==> config.mk <==
export PLATFORM = sky130hd
export DESIGN_NAME = hid_report_assembler
export DESIGN_NICKNAME = d
export VERILOG_FILES = /design/src/rtl/hid_pkg.sv /design/src/rtl/hid_stale_timer.sv /design/src/rtl/hid_report_assembler.sv
export SDC_FILE = /design/constraint.sdc
export NUM_CORES = 1
export LEC_CHECK = 0
export BUFFER_PORTS_ARGS = -buffer_cell sky130_fd_sc_hd__buf_4
export CAP_MARGIN = 30
export CELL_PAD_IN_SITES_DETAIL_PLACEMENT = 0
export CELL_PAD_IN_SITES_GLOBAL_PLACEMENT = 1
export CORE_MARGIN = 2
export CORE_UTILIZATION = 44
export CTS_CLUSTER_DIAMETER = 150
export DETAILED_ROUTE_END_ITERATION = 8
export MAX_ROUTING_LAYER = met4
export PLACE_DENSITY = 0.78
export SETUP_SLACK_MARGIN = 0.3
export SYNTH_ARGS = -nofsm -noshare
export SYNTH_HDL_FRONTEND = slang
export SYNTH_SLANG_ARGS = --single-unit
export TNS_END_PERCENT = 10
==> constraint.sdc <==
create_clock -name Clk -period 2 [get_ports Clk]
set_clock_uncertainty 0.05 [all_clocks]
set_input_delay 0.1 -clock Clk [delete_from_list [all_inputs] [get_ports Clk]]
set_output_delay 0.1 -clock Clk [all_outputs]
set_load 0.005 [all_outputs]
==> src/rtl/hid_pkg.sv <==
// Shared definitions for the HID boot-keyboard report path: key codes,
// report geometry and the assembler state encoding.
package hid_pkg;

  localparam int NUM_KEYS             = 4;
  localparam int REPORT_BYTES         = 8;
  localparam int DEFAULT_STALE_FRAMES = 30;

  localparam logic [7:0] KEY_NONE     = 8'h00;
  localparam logic [7:0] KEY_ROLLOVER = 8'h01;
  localparam logic [7:0] KEY_A        = 8'h04;
  localparam logic [7:0] KEY_D        = 8'h07;
  localparam logic [7:0] KEY_S        = 8'h16;
  localparam logic [7:0] KEY_W        = 8'h1A;

  typedef enum logic [1:0] {
    IDLE,
    COLLECT,
    CHECK
  } asm_state_t;

endpackage

==> src/rtl/hid_stale_timer.sv <==
// Counts frame ticks that pass without a committed report. The count
// saturates at STALE_FRAMES; expired pulses on the tick that brings the
// count up to STALE_FRAMES so the owner can clear its held keys once.
module hid_stale_timer #(
  parameter int STALE_FRAMES = 30
) (
  input  logic Clk,
  input  logic Reset,
  input  logic tick,
  input  logic clear,
  output logic expired
);

  localparam int CW = $clog2(STALE_FRAMES + 1);
  localparam logic [CW-1:0] LIMIT     = CW'(STALE_FRAMES);
  localparam logic [CW-1:0] LAST_STEP = CW'(STALE_FRAMES - 1);

  logic [CW-1:0] count;

  // Saturating tick counter; a commit restarts the timeout window.
  always_ff @(posedge Clk) begin
    if (Reset) begin
      count <= '0;
    end else if (clear) begin
      count <= '0;
    end else if (tick && (count != LIMIT)) begin
      count <= count + CW'(1);
    end
  end

  assign expired = tick && !clear && (count == LAST_STEP);

endmodule

==> src/rtl/hid_report_assembler.sv <==
// Assembles 8-byte boot-keyboard reports from a byte stream, compacts the
// first four non-zero key slots, and hands the result to the fighter
// controllers only on frame_tick so a frame never sees a torn report.
module hid_report_assembler
  import hid_pkg::*;
#(
  parameter int STALE_FRAMES = DEFAULT_STALE_FRAMES
) (
  input  logic       Clk,
  input  logic       Reset,
  input  logic [7:0] byte_data,
  input  logic       byte_valid,
  input  logic       byte_sop,
  output logic       byte_ready,
  input  logic       frame_tick,
  output logic [7:0] keycode_0,
  output logic [7:0] keycode_1,
  output logic [7:0] keycode_2,
  output logic [7:0] keycode_3,
  output logic [7:0] modifier,
  output logic [7:0] report_count,
  output logic       err_rollover,
  output logic       stale
);

  localparam logic [2:0] SLOT_LIMIT     = 3'(NUM_KEYS);
  localparam logic [2:0] FIRST_KEY_BYTE = 3'd2;
  localparam logic [2:0] LAST_BYTE      = 3'(REPORT_BYTES - 1);

  asm_state_t state;
  logic [2:0] byte_index;
  logic [7:0] stage_keys [NUM_KEYS];
  logic [2:0] stage_count;
  logic [7:0] stage_mod;
  logic       stage_rollover;

  logic [7:0] pend_keys [NUM_KEYS];
  logic [7:0] pend_mod;
  logic       pend_valid;

  logic xfer;
  logic start_report;
  logic commit;
  logic stale_expired;

  assign xfer         = byte_valid && byte_ready;
  assign start_report = xfer && byte_sop;
  assign commit       = frame_tick && pend_valid;

  hid_stale_timer #(
    .STALE_FRAMES(STALE_FRAMES)
  ) u_stale_timer (
    .Clk    (Clk),
    .Reset  (Reset),
    .tick   (frame_tick),
    .clear  (commit),
    .expired(stale_expired)
  );

  // Byte collection FSM: stages one report, validates it in CHECK and
  // moves it to the pending buffer. A commit empties pending in the same
  // edge that a CHECK may refill it, so the newer report survives.
  always_ff @(posedge Clk) begin
    if (Reset) begin
      state          <= IDLE;
      byte_index     <= 3'd0;
      stage_count    <= 3'd0;
      stage_mod      <= KEY_NONE;
      stage_rollover <= 1'b0;
      pend_mod       <= KEY_NONE;
      pend_valid     <= 1'b0;
      byte_ready     <= 1'b1;
      err_rollover   <= 1'b0;
      for (int i = 0; i < NUM_KEYS; i++) begin
        stage_keys[i] <= KEY_NONE;
        pend_keys[i]  <= KEY_NONE;
      end
    end else begin
      err_rollover <= 1'b0;
      if (commit) begin
        pend_valid <= 1'b0;
      end
      if (start_report) begin
        state          <= COLLECT;
        stage_mod      <= byte_data;
        byte_index     <= 3'd1;
        stage_count    <= 3'd0;
        stage_rollover <= 1'b0;
        for (int i = 0; i < NUM_KEYS; i++) begin
          stage_keys[i] <= KEY_NONE;
        end
      end else begin
        case (state)
          IDLE: begin
          end
          COLLECT: begin
            if (xfer) begin
              byte_index <= byte_index + 3'd1;
              if (byte_index >= FIRST_KEY_BYTE) begin
                if (byte_data == KEY_ROLLOVER) begin
                  stage_rollover <= 1'b1;
                end
                if ((byte_data != KEY_NONE) && (stage_count < SLOT_LIMIT)) begin
                  stage_keys[stage_count[1:0]] <= byte_data;
                  stage_count                  <= stage_count + 3'd1;
                end
              end
              if (byte_index == LAST_BYTE) begin
                state      <= CHECK;
                byte_ready <= 1'b0;
              end
            end
          end
          CHECK: begin
            if (stage_rollover) begin
              err_rollover <= 1'b1;
            end else begin
              pend_keys  <= stage_keys;
              pend_mod   <= stage_mod;
              pend_valid <= 1'b1;
            end
            state      <= IDLE;
            byte_index <= 3'd0;
            byte_ready <= 1'b1;
          end
          default: begin
            state      <= IDLE;
            byte_ready <= 1'b1;
          end
        endcase
      end
    end
  end

  // Consumer-facing registers: change only on a tick that commits pending
  // or on the tick that times the held keys out.
  always_ff @(posedge Clk) begin
    if (Reset) begin
      keycode_0    <= KEY_NONE;
      keycode_1    <= KEY_NONE;
      keycode_2    <= KEY_NONE;
      keycode_3    <= KEY_NONE;
      modifier     <= KEY_NONE;
      report_count <= 8'd0;
      stale        <= 1'b0;
    end else if (commit) begin
      keycode_0    <= pend_keys[0];
      keycode_1    <= pend_keys[1];
      keycode_2    <= pend_keys[2];
      keycode_3    <= pend_keys[3];
      modifier     <= pend_mod;
      report_count <= report_count + 8'd1;
      stale        <= 1'b0;
    end else if (stale_expired) begin
      keycode_0 <= KEY_NONE;
      keycode_1 <= KEY_NONE;
      keycode_2 <= KEY_NONE;
      keycode_3 <= KEY_NONE;
      modifier  <= KEY_NONE;
      stale     <= 1'b1;
    end
  end

endmodule

==> results.cfg <==
[synthesis]
syn_area_um2 = 5449
synth.top_cells.by_count = dfxtp_1 (146), nand2_1 (141), a21oi_1 (61), nor2_1 (55), a22oi_1 (40)
ys_seq_elements = 146
yosysTopAreaCell = dfxtp_1
synth.area.top_cells = dfxtp_1 (54%), nand2_1 (9.7%), mux2i_1 (6.1%)
synth_top_area_share_pct = 53.64
syn-instance-count = 597
ys_seq_area_share_pct = 53.64
avgSynthCellArea_um2 = 9.127
synth-edff-count = 0
synth_warnings = 0
ys_types = 40
synth_most_common_cell = dfxtp_1
ys.flop_type = dfxtp_1
synth_nets = 620
async_flop_share_pct = 0

[worst_hold_path]
hold_path.class = in2reg

[clocking]
cts_buffer_depth = 2
clk_pin_slew_ns = 0.06
root_buffer = clkbuf_16
cts_setup_buffers = 0
numCtsBuffers = 17
clkLatencyLatePin_ns = 0.41
cts_tree = built
cts.sinks = 146
htree_levels = 4

[power]
powerDensity_nw_per_um2 = 911.7
p_leak_nw = 2.771
p_comb_share_pct = 3.1
internal_power_mw = 4.956
p_sw_mw = 1.272
seqPwrFrac_pct = 47.2
ir_drop_v = 0.0005141
p_total_mw = 6.228
pwr-share-clk_pct = 49.7
swShare_pct = 20.43

[placed_design]
placed_area_um2 = 6123
port-buffer-count = 63
dp_slack_ns = 0.2770
finalWeightedCongestion = 0.7857
dpl.hpwl_mm = 7.762

[grt]
met2_usage_pct = 29.57
grt_antenna_before_repair = 0
overflow = 0
grt_busiest_layer = met2
first_global_vias = 3974
grt_max_degree = 66
use_met1_pct = 23.36
track_usage_pct = 18.73
grt_use_met3_pct = 5.219
grt_pass1_wl_mm = 19.29

[setup_path]
worstPathMaxFanout = 9
criticalPathCategory = in2reg
endpoint_kind = flip-flop
cp.arrival_ns = 1.97
required_ns = 2.28
start_kind = input port

[timing]
rsz0062_at_grt = true
maxSlewHeadroom_pct = 69.39
hold_viol = 0
post-route-period-util_pct = 84.32
drv_slew = 0
setup_viol = 0
min_period_ns = 1.686
tightest_slew_ns = 0.4591
fmax_ghz = 0.5930
postLayoutSetupSlackWorst_ns = 0.3136
finalSetupTns_ns = 0

[die]
start_util_pct = 45.18
num_io_pins = 64
die_h_um = 115.3
core-area_um2 = 12060
die_w_um = 115.3
rows = 40
die_area_um2 = 13290

[routing]
drtPass1Iterations = 4
ant_nets = 0
drcViolationCount = 0
wire_per_inst_um = 13.60
drt_iter0_drc = 352
wirelength_mm = 11.46
num_vias = 4261
viasPerCell = 5.055

[run_status]
status = finished clean

[final_layout]
regArea_um2 = 2925
multi_input_area_um2 = 2336
antenna_cells = 0
syn2layout_area_growth_pct = 25.37
nNetsFinal = 685
fillerInstances = 1105
post-route-cell-area_um2 = 6832
drive_gt1_share_pct = 17.78

[job]
drv_cap = 0
worst paths after layout:
path / slack (ns) / start / cells after the start / end
worst max register to register: 0.40 / byte_ready / 5 / pend_mod[7]
worst max-delay path: 0.31 / byte_data[1] / 7 / stage_keys[2]
worst min-delay path: 0.08 / Reset / 2 / keycode_2[3]
worst min register to register: 0.40 / stage_mod[4] / 2 / pend_mod[4]
cell usage in the layout, fill, tap and decap left out, types with 5 or more instances in the layout:
master / count
dlygate4sd3_1: 11
dfxtp_1: 144
nand2b_1: 6
clkbuf_16: 17
buf_4: 72
nand4_1: 10
a22oi_1: 40
nand2_1: 141
xor2_1: 7
nor2_1: 55
a21oi_1: 60
ha_1: 10
buf_12: 5
inv_1: 5
clkinv_2: 6
mux2i_1: 33
state kept, by name, summed over array words and instances (netlist names), 2 cells and up:
register,cells
pend_keys,32
stage_keys,32
keycode_0,8
keycode_1,8
keycode_2,8
keycode_3,8
modifier,8
pend_mod,8
report_count,8
stage_mod,8
u_stale_timer.count,5
byte_index,3
stage_count,3
state,2
kinds of logic after synthesis:
group / after synthesis / synth area share, %
fa+ha+maj: 10 / 2.296
compound gates: 108 / 12.19
xor+xnor: 10 / 1.607
flops: 146 / 53.64
simple gates: 243 / 20.39
mux: 33 / 6.062
buf+inv: 47 / 3.812
power by group through the flow:
stage               sequential (mW)  combinational, mW  clock, mW
floorplan                      3.00              0.110          0
global placement               3.00              0.171          0
detailed placement             3.00              0.174          0
CTS                            2.94              0.192       3.16
global route                   2.94              0.213       3.28
finish                         2.94              0.193       3.09
worst max-delay path, stage by stage:
cell	delay, ns
dlygate4sd3_1	0.55
buf_4	0.15
nor4_1	0.34
nand3b_1	0.12
buf_4	0.20
nand3_2	0.26
mux2i_1	0.23
final cells by class:
cell class / count / share of cell area, %
inverter: 5 / 0.2747
clock buffer: 22 / 7.088
tap: 168 / 3.077
clock inverter: 10 / 1.557
multi-input combinational: 404 / 34.19
timing repair buffer: 88 / 10.99
sequential: 146 / 42.82
metal layers:
layer,up-vias,share of wire [%]
li1,2161,-
met1,2015,48
met4,0,1.4
met2,74,47
met5,-,0
met3,11,3.8
through the flow:
step,instances,hold WS (ns),utilization (%)
CTS,843,0.06475,56.59
finish,843,0.07840,56.64
global route,843,0.08248,56.64
global placement,800,0.3363,50.77
floorplan,597,0.1860,-
detailed placement,800,0.3305,50.77
repair_timing:
action	CTS	global route
gates resized for setup	1	2
endpoints found under the setup margin	19	86
hold buffers	11	0
hold endpoints to repair	15	0
Power figures use the tool's default switching activity.
